**src/rtl/hyperbus_pkg.sv**
```systemverilog
// Shared types and helpers for the Wishbone-to-Hyperbus FIFO bridge.
// State encoding is one-hot so busy and the wait-state decode are single-bit terms.
package hyperbus_pkg;

  typedef enum logic [5:0] {
    S_IDLE    = 6'b000001,
    S_RD_WAIT = 6'b000010,
    S_WR_WAIT = 6'b000100,
    S_RMW_RD  = 6'b001000,
    S_RMW_WR  = 6'b010000,
    S_RESP    = 6'b100000
  } state_t;

  localparam logic       CMD_READ  = 1'b0;
  localparam logic       CMD_WRITE = 1'b1;
  localparam logic [3:0] SEL_FULL  = 4'hF;

  // Per-lane select: lanes enabled in sel take the new data, the rest keep the old word.
  function automatic logic [31:0] byte_merge(input logic [3:0]  sel,
                                             input logic [31:0] new_dat,
                                             input logic [31:0] old_dat);
    logic [31:0] merged;
    merged = old_dat;
    for (int i = 0; i < 4; i++) begin
      if (sel[i]) merged[8*i +: 8] = new_dat[8*i +: 8];
    end
    return merged;
  endfunction

endpackage

```
**src/rtl/hyperbus_req_timer.sv**
```systemverilog
// Request timeout counter plus a count of completions still owed by timed-out requests.
// An accepted completion in the expiry cycle wins, so expired is masked by done.
module hyperbus_req_timer #(
  parameter int TIMEOUT_CYCLES = 1024,
  parameter int STALE_WIDTH    = 4
) (
  input  logic clk,
  input  logic rst,
  input  logic start,
  input  logic active,
  input  logic done,
  input  logic stale_drop,
  output logic expired,
  output logic stale_nz
);

  localparam int CW = (TIMEOUT_CYCLES > 1) ? $clog2(TIMEOUT_CYCLES + 1) : 1;
  localparam logic [CW-1:0]          LIMIT     = CW'(TIMEOUT_CYCLES);
  localparam logic [STALE_WIDTH-1:0] STALE_MAX = '1;

  logic [CW-1:0]          count;
  logic [STALE_WIDTH-1:0] stale;

  assign expired  = (TIMEOUT_CYCLES != 0) && active && !start && !done && (count == LIMIT);
  assign stale_nz = (stale != '0);

  always_ff @(posedge clk) begin
    if (rst) begin
      count <= '0;
      stale <= '0;
    end else begin
      // The request-pulse cycle is the first counted wait cycle.
      if (start) count <= CW'(1);
      else if (active && (count != LIMIT)) count <= count + 1'b1;

      if (expired && !stale_drop) begin
        if (stale != STALE_MAX) stale <= stale + 1'b1;
      end else if (stale_drop && !expired) begin
        stale <= stale - 1'b1;
      end
    end
  end

endmodule

```
**src/rtl/hyperbus_wb_bridge.sv**
```systemverilog
// Wishbone B4 classic slave issuing single-word requests to the Hyperbus FIFO interface.
// Partial writes become read-modify-write; lost completions are covered by a timeout.
//
// state     | meaning
// ----------+--------------------------------------------------------------
// S_IDLE    | waiting for cyc&stb
// S_RD_WAIT | read issued, waiting for rx_valid (data) or timeout
// S_WR_WAIT | full write issued, waiting for rx_valid (ack) or timeout
// S_RMW_RD  | old word read issued for a partial write
// S_RMW_WR  | merged word written, waiting for rx_valid or timeout
// S_RESP    | one-cycle ack/err to the master, request not re-sampled
module hyperbus_wb_bridge
  import hyperbus_pkg::*;
#(
  parameter int WB_ADDR_WIDTH   = 32,
  parameter int HBUS_ADDR_WIDTH = 32,
  parameter int DATA_WIDTH      = 32,
  parameter int TIMEOUT_CYCLES  = 1024,
  parameter int STALE_WIDTH     = 4
) (
  input  logic                       clk,
  input  logic                       rst,
  input  logic [WB_ADDR_WIDTH-1:0]   wb_adr_i,
  input  logic [DATA_WIDTH-1:0]      wb_dat_i,
  output logic [DATA_WIDTH-1:0]      wb_dat_o,
  input  logic [3:0]                 wb_sel_i,
  input  logic                       wb_we_i,
  input  logic                       wb_cyc_i,
  input  logic                       wb_stb_i,
  output logic                       wb_ack_o,
  output logic                       wb_err_o,
  output logic                       rrq,
  output logic                       wrq,
  output logic [HBUS_ADDR_WIDTH-1:0] adr_o,
  output logic [DATA_WIDTH-1:0]      tx_dat_o,
  input  logic [DATA_WIDTH-1:0]      rx_dat_i,
  input  logic                       rx_valid,
  output logic                       busy
);

  state_t          state;
  logic            aborted;
  logic            abort_now;
  logic            waiting;
  logic            done;
  logic            expired;
  logic            stale_nz;
  logic [3:0]      sel_q;
  logic [DATA_WIDTH-1:0] wdat_q;

  assign waiting   = state inside {S_RD_WAIT, S_WR_WAIT, S_RMW_RD, S_RMW_WR};
  assign done      = rx_valid && !stale_nz && waiting;
  assign abort_now = aborted || !wb_cyc_i;
  assign busy      = (state != S_IDLE);

  hyperbus_req_timer #(
    .TIMEOUT_CYCLES (TIMEOUT_CYCLES),
    .STALE_WIDTH    (STALE_WIDTH)
  ) u_timer (
    .clk        (clk),
    .rst        (rst),
    .start      (rrq | wrq),
    .active     (waiting),
    .done       (done),
    .stale_drop (rx_valid && stale_nz),
    .expired    (expired),
    .stale_nz   (stale_nz)
  );

  always_ff @(posedge clk) begin
    if (rst) begin
      state    <= S_IDLE;
      rrq      <= 1'b0;
      wrq      <= 1'b0;
      wb_ack_o <= 1'b0;
      wb_err_o <= 1'b0;
      adr_o    <= '0;
      tx_dat_o <= '0;
      wb_dat_o <= '0;
      aborted  <= 1'b0;
      sel_q    <= '0;
      wdat_q   <= '0;
    end else begin
      rrq      <= 1'b0;
      wrq      <= 1'b0;
      wb_ack_o <= 1'b0;
      wb_err_o <= 1'b0;
      if (waiting && !wb_cyc_i) aborted <= 1'b1;

      unique case (state)
        S_IDLE: begin
          if (wb_cyc_i && wb_stb_i) begin
            aborted <= 1'b0;
            sel_q   <= wb_sel_i;
            wdat_q  <= wb_dat_i;
            if ((wb_adr_i[1:0] != 2'b00) || (wb_sel_i == 4'h0)) begin
              wb_err_o <= 1'b1;
              state    <= S_RESP;
            end else if (wb_we_i == CMD_READ) begin
              rrq   <= 1'b1;
              adr_o <= HBUS_ADDR_WIDTH'(wb_adr_i >> 1);
              state <= S_RD_WAIT;
            end else if (wb_sel_i == SEL_FULL) begin
              wrq      <= 1'b1;
              adr_o    <= HBUS_ADDR_WIDTH'(wb_adr_i >> 1);
              tx_dat_o <= wb_dat_i;
              state    <= S_WR_WAIT;
            end else begin
              rrq   <= 1'b1;
              adr_o <= HBUS_ADDR_WIDTH'(wb_adr_i >> 1);
              state <= S_RMW_RD;
            end
          end
        end

        S_RD_WAIT: begin
          if (done) begin
            if (abort_now) state <= S_IDLE;
            else begin
              wb_dat_o <= rx_dat_i;
              wb_ack_o <= 1'b1;
              state    <= S_RESP;
            end
          end else if (expired) begin
            if (abort_now) state <= S_IDLE;
            else begin
              wb_err_o <= 1'b1;
              state    <= S_RESP;
            end
          end
        end

        S_WR_WAIT, S_RMW_WR: begin
          if (done) begin
            if (abort_now) state <= S_IDLE;
            else begin
              wb_ack_o <= 1'b1;
              state    <= S_RESP;
            end
          end else if (expired) begin
            if (abort_now) state <= S_IDLE;
            else begin
              wb_err_o <= 1'b1;
              state    <= S_RESP;
            end
          end
        end

        S_RMW_RD: begin
          // An aborted master gets no write: the old word stays untouched.
          if (done) begin
            if (abort_now) state <= S_IDLE;
            else begin
              tx_dat_o <= byte_merge(sel_q, wdat_q, rx_dat_i);
              wrq      <= 1'b1;
              state    <= S_RMW_WR;
            end
          end else if (expired) begin
            if (abort_now) state <= S_IDLE;
            else begin
              wb_err_o <= 1'b1;
              state    <= S_RESP;
            end
          end
        end

        S_RESP:  state <= S_IDLE;
        default: state <= S_IDLE;
      endcase
    end
  end

endmodule

```
**config.mk**
```make
export PLATFORM = sky130hd
export DESIGN_NAME = hyperbus_wb_bridge
export DESIGN_NICKNAME = d
export VERILOG_FILES = /design/src/rtl/hyperbus_pkg.sv /design/src/rtl/hyperbus_req_timer.sv /design/src/rtl/hyperbus_wb_bridge.sv
export SDC_FILE = /design/constraint.sdc
export NUM_CORES = 1
export LEC_CHECK = 0
export ABC_AREA = 1
export CAP_MARGIN = 20
export CORE_ASPECT_RATIO = 0.6
export CORE_MARGIN = 5
export CORE_UTILIZATION = 44
export CTS_CLUSTER_DIAMETER = 40
export DETAILED_ROUTE_END_ITERATION = 12
export HOLD_SLACK_MARGIN = 0.02
export PLACE_DENSITY = 0.88
export SLEW_MARGIN = 25
export SYNTH_ARGS = -nofsm -noshare
export SYNTH_HDL_FRONTEND = slang
export SYNTH_HIERARCHICAL = 1
export SYNTH_SLANG_ARGS = --single-unit
```
**constraint.sdc**
```tcl
create_clock -name clk -period 2.4 [get_ports clk]
set_input_delay 0.48 -clock clk [delete_from_list [all_inputs] [get_ports clk]]
set_output_delay 0.48 -clock clk [all_outputs]
set_load 0.005 [all_outputs]
```
### After elaboration in Yosys (flattened, before gate mapping)

Index checks and enable logic that the tools add are counted.

* bits in registers: 157
* input bits: 106
* word-level logic and storage cells: 119

* add/sub/neg operators: 3
* equal/unequal tests: 17
* mux-type cells: 43
* bitwise operators: 6
* reductions and logical operators: 36

Operators with widths (count)
* $mux W32: 6
* $pmux W32 S2: 1
* $mux W6: 6
* $mux W8: 4
* $mux W4: 5
* $pmux W6 S3: 1
* $mux W1: 17
* $ne A2 B2 Y1 const B: 6
* $add A11 B1 Y11 const B: 1
* $eq A11 B11 Y1 const B: 1
* $logic_and A1 B1 Y1: 11
* $ne A11 B11 Y1 const B: 1
* $reduce_bool A2 Y1: 4
* $reduce_bool A4 Y1: 2
* $reduce_or A4 Y1: 2
* $reduce_and A7 Y1: 1
* $eq A6 B1 Y1 const B: 1
* $eq A6 B2 Y1 const B: 1
* $eq A6 B3 Y1 const B: 1
* $eq A6 B4 Y1 const B: 1
* $eq A6 B5 Y1 const B: 1
* $logic_not A1 Y1: 6
* $ne A6 B1 Y1 const B: 1
* $reduce_and A3 Y1: 2
* other kinds (14): 22

### Longest topological paths before layout

Gate-level depths: netlist of run 1.

* depth in word-level cells: 11
* gate-level depth with buffers: 20

### Modules after synthesis

The synthesis of run 1 kept the hierarchy.

By module, submodules not included
* hyperbus_wb_bridge: times used 1, cells an instance 992, area an instance 6495.0 sq um, sequential area each 2842.7 sq um
* hyperbus_req_timer: times used 1, cells an instance 132, area an instance 963.4 sq um, sequential area each 300.3 sq um

### Worst setup path before layout of run 1

Ideal clock, no wire load.

* path type: reg2reg
* start: reg u_timer.stale[0]
* end: reg u_timer.stale[3]
* library setup time: 0.115 ns
* arrival: 2.460 ns
* required time: 2.285 ns
* setup slack: -0.175 ns
* cell stages (with the launch flop): 16
* period minus slack after synthesis: 2.575 ns
* cell sequence: dfxtp_1 -> or4_1 -> nor2_1 -> inv_1 -> nor2_1 -> nor3_4 -> nand4_1 -> ha_1 -> nand2_1 -> nand2_1 -> nor2_1 -> nand4_1 -> nand2_1 -> inv_1 -> a21oi_1 -> nor2_1

* cells in the longest elaborated chain, start to end: 11

RTL lines
* start, declared: RTL line hyperbus_req_timer.sv:22 `logic [STALE_WIDTH-1:0] stale;`
* start signal, assigned: RTL line hyperbus_req_timer.sv:37 `if (stale != STALE_MAX) stale <= stale + 1'b1;`
* start signal, assigned: RTL line hyperbus_req_timer.sv:39 `stale <= stale - 1'b1;`
* $reduce_bool A4 Y1 (*): RTL line hyperbus_req_timer.sv:25 `assign stale_nz = (stale != '0);`
* via stale_nz: RTL line hyperbus_wb_bridge.sv:47 `logic stale_nz;`
* $logic_not A1 Y1 (*): RTL line hyperbus_wb_bridge.sv:52 `assign done = rx_valid && !stale_nz && waiting;`
* $logic_and A1 B1 Y1 (*) (2 in series): RTL line hyperbus_wb_bridge.sv:52
* via done: RTL line hyperbus_wb_bridge.sv:45 `logic done;`
* $logic_not A1 Y1 (*): RTL line hyperbus_req_timer.sv:24 `assign expired = (TIMEOUT_CYCLES != 0) && active && !start && !done && (count == LIMIT);`
* $logic_and A1 B1 Y1 (*) (2 in series): RTL line hyperbus_req_timer.sv:24
* $logic_not A1 Y1: RTL line hyperbus_req_timer.sv:38 `end else if (stale_drop && !expired) begin`
* $logic_and A1 B1 Y1: RTL line hyperbus_req_timer.sv:38
* $reduce_bool A2 Y1 (no source line)
* $reduce_and A2 Y1 (no source line)

Mark *: on every way through the listed nets, which the timed path passes. The rest lies on a longest branch. The select of a mux whose other input is x is not followed.
A chain may end at the register's enable or synchronous reset.

### Worst setup path in the final report of run 1

* start: reg u_timer.stale[1]
* end: reg u_timer.stale[3]

* cells in the longest elaborated chain, start to end: 11

RTL lines (RTL line)
* $reduce_bool A4 Y1 (*): hyperbus_req_timer.sv:25
* via stale_nz: hyperbus_wb_bridge.sv:47
* $logic_not A1 Y1: hyperbus_wb_bridge.sv:52
* $logic_and A1 B1 Y1 (2 in series): hyperbus_wb_bridge.sv:52
* $logic_not A1 Y1: hyperbus_req_timer.sv:24
* $logic_and A1 B1 Y1 (2 in series): hyperbus_req_timer.sv:24
* $logic_not A1 Y1: hyperbus_req_timer.sv:38
* $logic_and A1 B1 Y1: hyperbus_req_timer.sv:38
* $reduce_bool A2 Y1 (no source line)
* $reduce_and A2 Y1 (no source line)

Marks and branches as above.

==> flow_summary.yaml, run 1 <==
detailed_routing:
  wl_per_cell_um: 14.4
  ant_nets: 0
  drtIter0Drc: 638
  dr.pass1.iters: 5
  vias_per_cell: 4.84
  drc: 0
  num_vias: 7588
  drt-total-wl_mm: 22.6
place:
  dp.final_hpwl_mm: 16.1
  place.gp.congestion: 0.917
  placed_cell_area_sq_mm: 0.00989
  io_buffers: 205
floorplanning:
  rows: 36
  ios: 207
  dieArea_sq_mm: 0.0197
  fp.dieW_um: 178
  design.core.area_sq_mm: 0.0164
  initial_core_util_pct: 45.4
  fp.dieH_um: 111
synthesis:
  yosys_register_bits: 157
  syn-cell-area_sq_mm: 0.00746
  synthCells: 1124
  yosys.area.top_type: "dfxtp_1"
  synth_top_area_share_pct: 42.1
  synth_area_leaders: "dfxtp_1 42%, nor2_1 12%, nand2_1 10%"
  synth_cell_type_count: 37
  ys.flop_type: "dfxtp_1"
  synth_seq_area_share_pct: 42.1
  synth-edff-count: 0
  ys_warn_count: 6
  avgSynthCellArea_sq_um: 6.64
  ys_async_sr_fraction_pct: 0
  synth_nets: 1235
setup_path:
  r2r_setup_slack_ns: -0.02
  required_ns: 2.70
  start_kind: "flip-flop"
  reg2reg_depth: 15
  critPathSlowestCell: "or4_4"
  endpoint_kind: "flip-flop"
  reg2reg_from: "u_timer/stale[1]"
  cp.arrival_ns: 2.72
  cp_common_cell: "nand2_1"
  path_cells: "or4_4 > nand2_1 > inv_1 > inv_1 > nand4_1 > ha_4 > nand2_1 > nor2_2 > nor2_4 > nand4_1 > nand2_1 > inv_2 > nand3_2 > nand2_1 > nor2_1"
  cp_max_fo: 3
  path_class: "flip-flop to flip-flop"
  cp_slowest_stage_delay_ns: 0.55
  r2r_end: "u_timer/stale[3]"
finish:
  final_cell_mix: "226 x nor2_1, 205 x clkdlybuf4s50_1, 204 x nand2_1, 159 x inv_1, 150 x dfxtp_1"
  layout_commonest_cell: "nor2_1"
  drive_gt1_share_pct: 10.6
  synthToLayoutAreaGrowth_pct: 42.6
  design_area_sq_mm: 0.0106
  num-fill-cells: 1431
  final_nets: 1440
  diodes: 0
timing:
  fin_crit_sh_pct: 101
  final_max_slew_viol_count: 0
  fin_tns_setup_ns: -0.0303
  hold_violations: 0
  setup_viol: 2
  final.setup_skew_ns: 0.0140
  fin_crit_ns: 2.42
  rsz0062_at_grt: "true"
  max_freq_mhz: 414
  worstMarginPinSlew_ns: 0.588
  setup_ws_ns: -0.0176
  relSlewSlack_pct: 60.8
clock_network:
  path_clk_slew_ns: 0.07
  cts_tree: "yes"
  cts_root_buf: "clkbuf_16"
  htreeDepth: 4
  clk_latency_ns: 0.41
  cts_sinks: 157
  holdBufCountCts: 0
  numCtsBuffers: 17
  clockBufferDepth: 2
run:
  drv_cap: 0
pwr:
  ir_worst_vdd_uv: 498
  p_leak_uw: 0.00476
  powerDensity_mw_per_mm2: 723
status:
  status: "finished with violations"
  violations: "negative setup slack"
global_route:
  grt_pass1_wl_mm: 36.9
  overflow: 0
  grtUsageTotal_pct: 22.7
  grt_start_max_net_pins: 45
  antenna_found_initial: 0
  grt_pass1_vias: 7436
min_path:
  min_path_type: "flip-flop to flip-flop"
  timing.hold.worst_path_depth: 2
  holdCritStartpoint: "adr_o[0]"
  hold_path_end: "adr_o[0]"
==> kinds of logic (layout without fill, tap and decap cells) <==
kind of cell               Yosys count  count (layout)  synth area share (%)
AOI/OAI and AO/OA                  191             191                  13.0
buffers and inverters              228             445                  12.5
adders and majority gates            5               5                 0.939
other                                1               1                0.0503
and+or+nand+nor                    539             539                  31.0
xor gates and xnor gates             3               3                 0.352
DFF                                157             157                  42.1
==> power breakdown <==
| group | internal (uW) | switching, uW | total, uW |
|---|---|---|---|
| logic | 914 | 1060 | 1970 |
| clock network | 1550 | 1170 | 2720 |
| registers | 2830 | 169 | 3000 |
| total | 5300 | 2400 | 7700 |
==> sequential cells by signal, indices dropped and copies added, names as in the netlist <==
register and cells:
aborted 1, adr_o 31, rrq 1, sel_q 4
state 6, tx_dat_o 32, u_timer/count 11, u_timer/stale 4
wb_ack_o 1, wb_dat_o 32, wb_err_o 1, wdat_q 32
wrq 1
==> cell usage after synthesis (2+ instances only) <==
cell type  number
nor2_1        237
nand2_1       208
inv_1         162
dfxtp_1       157
o21ai_0       110
nand3_1        53
a21oi_1        48
o21ai_1        29
buf_2          28
clkbuf_1       21
buf_4           9
inv_2           6
nand3_2         6
nand4_1         6
nor2_4          6
ha_1            4
nand2_2         4
nand2_4         3
nor2_2          3
nor3_1          3
xnor2_1         3
nand3_4         2
or2_2           2
==> routing by layer <==
metal | vias to the layer above | GRT usage (%) | routed length, um
li1 | 3874 | - | -
met1 | 3419 | 30.4 | 10300
met2 | 271 | 35.8 | 10000
met3 | 24 | 6.95 | 2000
met4 | 0 | 5.41 | 243
met5 | - | 0 | 0
==> timing repair <==
action / 4_1_cts / 5_1_grt
pin swaps: 14 / 10
gates resized for setup: 15 / 10
endpoints found under the setup margin: 1 / 3
setup buffers: 6 / 4
==> metrics by stage <==
step	std cells	hold WS [ns]	util (%)	setup WS, ns	total power, uW
finish	1569	0.456	64.7	-0.0176	7700
global route	1569	0.501	64.7	-0.133	8080
CTS	1565	0.458	64.3	-0.0203	7710
detailed placement	1528	0.440	60.2	-0.332	4880
global placement	1528	0.429	60.2	-0.230	4820
floorplan	1124	0.441	-	-0.0117	4010
==> worst max-delay path, delay by kind of cell, from the launching register on <==
| kind | cells | cell delay (ns) |
|---|---|---|
| buffers and inverters | 3 | 0.19 |
| AND/OR/NAND/NOR | 11 | 1.45 |
| adder cells (fa/ha/maj) | 1 | 0.36 |
| flip-flops | 1 | 0.32 |
==> worst max-delay path by stage <==
| stage | startpoint | depth (start not counted) | slack, ns | end |
|---|---|---|---|---|
| global placement | rx_valid | 16 | -0.23 | u_timer/stale[3] |
| global route | state[4] | 18 | -0.13 | u_timer/stale[3] |
| CTS | u_timer/stale[1] | 10 | -0.02 | u_timer/stale[2] |
| detailed placement | rx_valid | 16 | -0.33 | u_timer/stale[3] |
| floorplan | state[5] | 17 | -0.01 | u_timer/stale[3] |
| finish | u_timer/stale[1] | 15 | -0.02 | u_timer/stale[3] |
==> layout make-up <==
class,instances,area [sq um],area share [%]
Multi-Input combinational cell,739,3510,33.0
Clock buffer,17,425,4.00
Inverter,169,639,6.01
Clock inverter,14,161,1.52
Tap cell,228,285,2.68
Sequential cell,157,3160,29.7
Timing Repair Buffer,245,2450,23.1
(Power assumes the default switching activity.)
==> inputs of run 2 (changes only) <==
ABC_CLOCK_PERIOD_IN_PS = 2400   (was unset)
==> results of run 2 <==
No change in the layout: final DEF, timing and power equal those of run 1.
==> inputs of run 3 (changes only) <==
SKIP_CTS_REPAIR_TIMING = 1   (was unset)
==> run 3 against run 2 <==
The run still ends with negative setup slack left; count of clock-buffer cells in the layout did not move; highest routed layer unchanged; critical path type unchanged; hold slack about the same; sequential power barely moved; clock skew up 0.00091 ns; final area about the same; non-clock buffer count down 1; via count shrank 0.37%; global-route usage down 0.21 points; critical path depth unchanged; core utilization is essentially flat.
==> flow_summary.yaml, run 3 (synthesis results as in run 1) <==
clock_network:
  cts_sinks: 157
  clockBufferDepth: 2
  path_clk_slew_ns: 0.07
  numCtsBuffers: 17
  cts_tree: "yes"
  cts_root_buf: "clkbuf_16"
  htreeDepth: 4
  clk_latency_ns: 0.41
finish:
  num-fill-cells: 1429
  reg.largest.list: "tx_dat_o (32), wb_dat_o (32), wdat_q (32)"
  diodes: 0
  layout_commonest_cell: "nor2_1"
  final_cell_mix: "228 x nor2_1, 205 x clkdlybuf4s50_1, 203 x nand2_1, 158 x inv_1, 150 x dfxtp_1"
  final_cell_count_no_fill: 1568
  final_nets: 1439
  design_area_sq_mm: 0.0106
  drive_gt1_share_pct: 10.6
  synthToLayoutAreaGrowth_pct: 42.5
detailed_routing:
  dr.pass1.iters: 5
  ant_nets: 0
  drtIter0Drc: 599
  vias_per_cell: 4.82
  drc: 0
  wl_per_cell_um: 14.3
  drt-total-wl_mm: 22.5
  num_vias: 7560
pwr:
  seqPwrFrac_pct: 38.9
  p_sw_share_pct: 31.1
  powerDensity_mw_per_mm2: 725
  p_leak_uw: 0.00475
  p_sw_uw: 2400
  ir_worst_vdd_uv: 499
  comb_power_share_pct: 25.8
  p_total_uw: 7710
  p_clk_share_pct: 35.3
  intPower_uw: 5310
status:
  violations: "negative setup slack"
  status: "finished with violations"
floorplanning:
  initial_core_util_pct: 45.4
  rows: 36
  fp.dieH_um: 111
  design.core.area_sq_mm: 0.0164
  ios: 207
  fp.dieW_um: 178
  dieArea_sq_mm: 0.0197
timing:
  final_max_slew_viol_count: 0
  setup_ws_ns: -0.0842
  relSlewSlack_pct: 61.4
  final.setup_skew_ns: 0.0149
  hold_ws_ns: 0.456
  fin_crit_ns: 2.48
  setup_viol: 1
  worstMarginPinSlew_ns: 0.579
  fin_crit_sh_pct: 104
  rsz0062_at_grt: "true"
  hold_violations: 0
  max_freq_mhz: 403
setup_path:
  required_ns: 2.70
  path_class: "flip-flop to flip-flop"
  cp_max_fo: 3
  startpoint: "u_timer/stale[1]"
  r2r_end: "u_timer/stale[3]"
  cp-endpoint: "u_timer/stale[3]"
  reg2reg_depth: 15
  r2r_setup_slack_ns: -0.08
  endpoint_kind: "flip-flop"
  start_kind: "flip-flop"
  cp.arrival_ns: 2.78
  reg2reg_from: "u_timer/stale[1]"
global_route:
  grtUsageTotal_pct: 22.5
  grt_pass1_wl_mm: 36.6
  antenna_found_initial: 0
  grt_pass1_vias: 7337
  overflow: 0
  grt_start_max_net_pins: 45
place:
  numPlacedInstances: 1528
  placed_cell_area_sq_mm: 0.00989
  dp.final_hpwl_mm: 16.1
  io_buffers: 205
  place.gp.congestion: 0.917
min_path:
  min_path_type: "flip-flop to flip-flop"
run:
  drv_cap: 0
run 3: cell types whose count changed in the layout (fill, tap and decap cells not counted), moves of 2 or more:
cell / change
nand2_2: +3
nand2_4: -2
nor2_1: +2
nor2_2: -2
run 3: how the worst min path moves through the flow:
stage | start | end | depth (start not counted)
global route | adr_o[0] | adr_o[0] | 2
CTS | adr_o[0] | adr_o[0] | 2
detailed placement | adr_o[0] | adr_o[0] | 2
finish | adr_o[0] | adr_o[0] | 2
floorplan | aborted | aborted | 2
global placement | adr_o[0] | adr_o[0] | 2
run 3: power by group through the flow:
stage	clock [uW]	combinational (uW)	sequential, uW
global route	2890	2180	3030
CTS	2780	1840	2990
finish	2720	1990	3000
floorplan	0	998	3020
global placement	0	1780	3040
detailed placement	0	1820	3050
run 3: layout make-up:
class	count	area (sq um)	area share, %
clock inverters	14	161	1.52
well taps	228	285	2.68
clock buffers	17	425	4.00
flip-flops and latches	157	3160	29.7
multi-input cells	739	3510	33.1
inverters	169	639	6.01
repair buffers	244	2440	23.0
run 3: critical path: stages (launching register included):
cell     delay [ns]
dfxtp_2        0.32
or4_4          0.55
nor2_4         0.15
inv_2          0.07
nor2_4         0.13
nor3_4         0.06
nand4_1        0.20
ha_1           0.28
nand2_1        0.08
nor2_2         0.05
nor2_4         0.09
nand4_1        0.10
nand2_1        0.09
inv_2          0.05
a21oi_2        0.11
nor2_1         0.06
run 3: routing by layer:
layer / share of wire [%] / up-vias / wire length, um / track usage (%)
met1: 46 / 3391 / 10400 / 30.4
met3: 8.5 / 25 / 1910 / 6.95
li1: - / 3875 / - / -
met2: 44 / 269 / 9940 / 35.2
met4: 1.2 / 0 / 259 / 5.20
met5: 0 / - / 0 / 0
run 3: stage by stage:
stage | utilization, % | setup WS [ns] | setup TNS, ns
final | 64.7 | -0.0842 | -0.0842
after global routing | 64.7 | -0.178 | -0.221
after CTS | 63.8 | -0.104 | -0.104
after detailed placement | 60.2 | -0.332 | -0.608
after global placement | 60.2 | -0.230 | -0.347
after floorplan | - | -0.0117 | -0.0117
